## src/rtl/card_deal_arbiter.sv

```systemverilog
// Round-robin arbiter sharing one card source between player and dealer requesters.
// Define DEAL_SKIP_EN to hold the source enable for SKIP_N extra advances per deal.
module card_deal_arbiter #(
  parameter int unsigned MAX_CARDS = 10,
  parameter int unsigned SKIP_N    = 3
) (
  input  logic       clk,
  input  logic       reset,
  input  logic       round_start,
  input  logic [1:0] req,
  input  logic [1:0] card_ack,
  input  logic [3:0] src_card,
  output logic       src_enable,
  output logic [3:0] card_out,
  output logic [1:0] card_valid,
  output logic       busy,
  output logic [3:0] cards_dealt,
  output logic       limit_hit
);

  if (MAX_CARDS < 1 || MAX_CARDS > 15 || SKIP_N < 1 || SKIP_N > 7) begin : g_param_check
    $error("card_deal_arbiter: MAX_CARDS must be 1..15 and SKIP_N 1..7");
  end

  typedef enum logic [2:0] {StIdle, StPulse, StSkip, StCapture, StDeliver} state_e;

  localparam logic [3:0] MaxCards = 4'(MAX_CARDS);

  state_e     state_q, state_d;
  logic       grant_q, grant_d;     // 0 player, 1 dealer
  logic       last_q, last_d;
  logic       pending_q, pending_d; // round_start seen mid-deal
  logic [3:0] card_q, card_d;
  logic [3:0] dealt_q, dealt_d;

`ifdef DEAL_SKIP_EN
  localparam logic [2:0] SkipLast = 3'(SKIP_N - 1);
  logic [2:0] skip_q, skip_d;
`endif

  assign limit_hit   = (dealt_q == MaxCards);
  assign busy        = (state_q != StIdle);
  assign card_out    = card_q;
  assign cards_dealt = dealt_q;

  always_comb begin
    state_d    = state_q;
    grant_d    = grant_q;
    last_d     = last_q;
    pending_d  = pending_q;
    card_d     = card_q;
    dealt_d    = dealt_q;
    src_enable = 1'b0;
    card_valid = 2'b00;
`ifdef DEAL_SKIP_EN
    skip_d     = skip_q;
`endif
    case (state_q)
      StIdle: begin
        if (round_start || pending_q) begin
          dealt_d   = 4'd0;
          last_d    = 1'b1;
          pending_d = 1'b0;
        end else if (req != 2'b00 && !limit_hit) begin
          grant_d = (req == 2'b11) ? ~last_q : req[1];
          state_d = StPulse;
        end
      end
      StPulse: begin
        src_enable = 1'b1;
`ifdef DEAL_SKIP_EN
        skip_d  = 3'd0;
        state_d = StSkip;
`else
        state_d = StCapture;
`endif
      end
`ifdef DEAL_SKIP_EN
      StSkip: begin
        src_enable = 1'b1;
        if (skip_q == SkipLast) begin
          state_d = StCapture;
        end else begin
          skip_d = skip_q + 3'd1;
        end
      end
`endif
      StCapture: begin
        // Source output reflects the last advance by now.
        card_d  = src_card;
        state_d = StDeliver;
      end
      StDeliver: begin
        card_valid = grant_q ? 2'b10 : 2'b01;
        if (card_ack[grant_q]) begin
          if (dealt_q != MaxCards) begin
            dealt_d = dealt_q + 4'd1;
          end
          last_d  = grant_q;
          state_d = StIdle;
        end
      end
      default: state_d = StIdle;
    endcase
    if (state_q != StIdle && round_start) begin
      pending_d = 1'b1;
    end
  end

  always_ff @(posedge clk or negedge reset) begin
    if (!reset) begin
      state_q   <= StIdle;
      grant_q   <= 1'b0;
      last_q    <= 1'b1;
      pending_q <= 1'b0;
      card_q    <= 4'd0;
      dealt_q   <= 4'd0;
    end else begin
      state_q   <= state_d;
      grant_q   <= grant_d;
      last_q    <= last_d;
      pending_q <= pending_d;
      card_q    <= card_d;
      dealt_q   <= dealt_d;
    end
  end

`ifdef DEAL_SKIP_EN
  always_ff @(posedge clk or negedge reset) begin
    if (!reset) begin
      skip_q <= 3'd0;
    end else begin
      skip_q <= skip_d;
    end
  end
`endif

endmodule

```

## config.mk

```make
export PLATFORM = sky130hd
export DESIGN_NAME = card_deal_arbiter
export DESIGN_NICKNAME = d
export VERILOG_FILES = /design/src/rtl/card_deal_arbiter.sv
export SDC_FILE = /design/constraint.sdc
export NUM_CORES = 1
export LEC_CHECK = 0
export ABC_AREA = 1
export CORE_MARGIN = 5
export CORE_UTILIZATION = 39
export DETAILED_ROUTE_END_ITERATION = 10
export GPL_TIMING_DRIVEN = 0
export PLACE_DENSITY_LB_ADDON = 0.08
export SETUP_SLACK_MARGIN = 0.3
export SLEW_MARGIN = 5
export SYNTH_ARGS = -nofsm -noshare
export SYNTH_HDL_FRONTEND = slang
export SYNTH_SLANG_ARGS = --single-unit
```

## constraint.sdc

```tcl
create_clock -name clk -period 1.13 [get_ports clk]
set_input_delay 0.1695 -clock clk [delete_from_list [all_inputs] [get_ports clk]]
set_output_delay 0.1695 -clock clk [all_outputs]
set_load 0.05 [all_outputs]
```

==> results.txt <==
status = complete, but fails checks
failing checks = hold timing, setup timing
Final Hold Fails = 13
Antenna Cells = 0
Area Growth Syn to Fin = 99.1%
Max Fclk = 695 MHz
Critical Path RT = 0.96 ns
GRT Overall Usage = 15.6%
Design Power = 3.81 mW
remaining global-route overflow = 0
fin crit period = 1.44 ns
largest net degree at the start of global routing = 15
share of layout cells above drive strength 1 = 59.6%
Syn Area/Cell = 8.62 um2
Final GP Congestion = 0.793
TritonCTS buffer count = 3
First DRT Iteration DRCs = 11
Routed WL per cell = 12.4 um
Starting Density = 41.4%
max cap viols = 0
# port buffers = 23
Total Die Area = 2790 um2
post-route ant nets = 0
Synth area leaders = dfrtp_1 45%, nand2_1 14%, mux2_2 4.7%
PD cells = 2680 nW/um2
Die Height = 52.8 um
final-report max-slew violation count = 0
FF-to-FF End = last_q
Clock Skews = 0.00691 ns
first-pass GRT wire length = 3.15 mm
Syn. warnings = 0
nature of the critical path startpoint = flop
CP max FO = 2
Buf/Inv on CP = 2
register bit total from synthesis = 14
net count after synthesis = 96
dpl hpwl = 1.19 mm
Vias = 746
R2R cell count = 9
Slew @ Worst Pin = 0.662 ns
Final setup viols = 18
Via density = 4.63
Worst Slack Setup Final = -0.308 ns
Nets = 150
worst rel slew slack = 55.8%
DRC = 0
R2R Setup Slk = -0.24 ns
Placeable Area = 1730 um2
Die Width = 52.8 um
Pleak = 0.717 nW
critical path, cell by cell = inv_2 -> ha_4 -> nand2_4 -> nor2_4 -> buf_6
row cnt = 15
H-tree depth = 1
Pre-Repair DR Iteration Count = 3
CTS tree = built
CP arrival = 1.27 ns
post-layout util = 82.5%
placed instance area = 1050 um2
Post-Route WL = 2.00 mm
Reg clk slew, reported paths = 0.10 ns
CP Capture Type = primary output
post-synth top area cell = dfrtp_1
slowest stage delay, CP = 0.42 ns
clock sink count = 14
Critical R2R Launch = state_q[0]
# IOs = 24
clk root buf = clkbuf_4
Synth Cell Area = 716 um2
vias in the first global route = 762
clk buf depth = 2
crit share post-route = 127%
Clock Latency Late Sink = 0.29 ns
master of the slowest instance on the critical path = dfrtp_2
final setup TNS = -3.62 ns
RSZ-0062 raised after global routing = true
cell family with most CP delay = flip-flops
Hold WS = -0.113 ns
sequential share of the synthesized area = 49.1%
pre-CTS setup slack = -0.738 ns
Post-Syn Instances = 83
Worst Path Class, Setup = flop to primary output
Yosys top cell area share = 45.5%
Distinct cells, synth = 21
Worst Hold Class = input pin to asynchronous set/reset pin
initial antenna violation count = 0
Peak VDD IR = 1660 uV
hold buffers post-CTS = 0
Non-Filler Instances = 161
Placed Cells = 131
Fillers = 102
Final Cell Area = 1430 um2
cell type report:
type	count	area, um2	area share [%]
timing repair buffer	49	485	34.1
multi-input combinational	59	474	33.3
sequential	14	357	25.0
inverter	10	41.3	2.90
clock buffer	4	36.3	2.55
tap	25	31.3	2.19
cells in the mapped netlist:
library cell and count:
nor3_2 1, nor2_1 8, a21oi_1 1, o21ai_1 2, inv_1 8, mux2_1 1
nand3_2 2, xor2_1 1, dfrtp_1 13, ha_1 2, xnor2_1 1, or2_2 1
dfstp_2 1, nand2_1 27, inv_2 2, nor2_2 3, nand3b_1 1, nand2_2 2
nand3_1 2, mux2_2 3, a21boi_0 1
flip-flops by register name, summed over array words and instances, names as in the netlist:
signal	count
card_out	4
grant_q	1
cards_dealt	4
state_q	3
pending_q	1
last_q	1
worst max-delay path by stage:
| stage | from | endpoint | depth (start not counted) |
|---|---|---|---|
| 6_report | cards_dealt[0] | limit_hit | 5 |
| 5_1_grt | cards_dealt[0] | limit_hit | 5 |
| 4_1_cts | state_q[1] | card_valid[0] | 6 |
| 3_5_place_dp | state_q[0] | card_valid[0] | 6 |
| 3_3_place_gp | state_q[0] | card_valid[0] | 6 |
| 2_1_floorplan | cards_dealt[0] | cards_dealt[3] | 8 |
cell usage in the layout, fill, tap and decap left out, drive strengths merged:
cell and instances:
a21boi 1, a21oi 1, buf 39, clkbuf 4, clkdlybuf4s50 9, clkinvlp 1
dfrtp 13, dfstp 1, dlymetal6s2s 1, ha 2, inv 9, mux2 4
nand2 29, nand3 4, nand3b 1, nor2 11, nor3 1, o21ai 2
or2 1, xnor2 1, xor2 1
report_power, final:
| group | switching, mW | internal, mW |
|---|---|---|
| Sequential | 0.153 | 0.715 |
| Clock | 0.181 | 0.196 |
| Combinational | 1.40 | 1.17 |
| Total | 1.73 | 2.08 |
what timing repair did:
action / 4_1_cts / 5_1_grt
setup endpoints to repair: 26 / 38
hold endpoints to repair: 0 / 13
setup buffers: 17 / 9
pin swaps: 14 / 13
gates resized for setup: 106 / 16
layer usage:
| metal | vias up | global-route usage, % | share of wire [%] |
|---|---|---|---|
| met4 | 0 | 8.09 | 1.5 |
| met2 | 18 | 25.6 | 55 |
| met3 | 4 | 4.56 | 4.2 |
| li1 | 362 | - | - |
| met5 | - | 0 | 0 |
| met1 | 362 | 18.1 | 39 |
cells by family (layout without fill, tap and decap cells):
family / after synthesis / in the layout / synth area share (%)
simple gates: 47 / 47 / 30.2
flops: 14 / 14 / 49.1
buf+inv: 10 / 63 / 5.25
compound gates: 4 / 4 / 3.15
mux: 4 / 4 / 6.29
fa+ha+maj: 2 / 2 / 3.50
xor+xnor: 2 / 2 / 2.45
(Power assumes the default switching activity.)
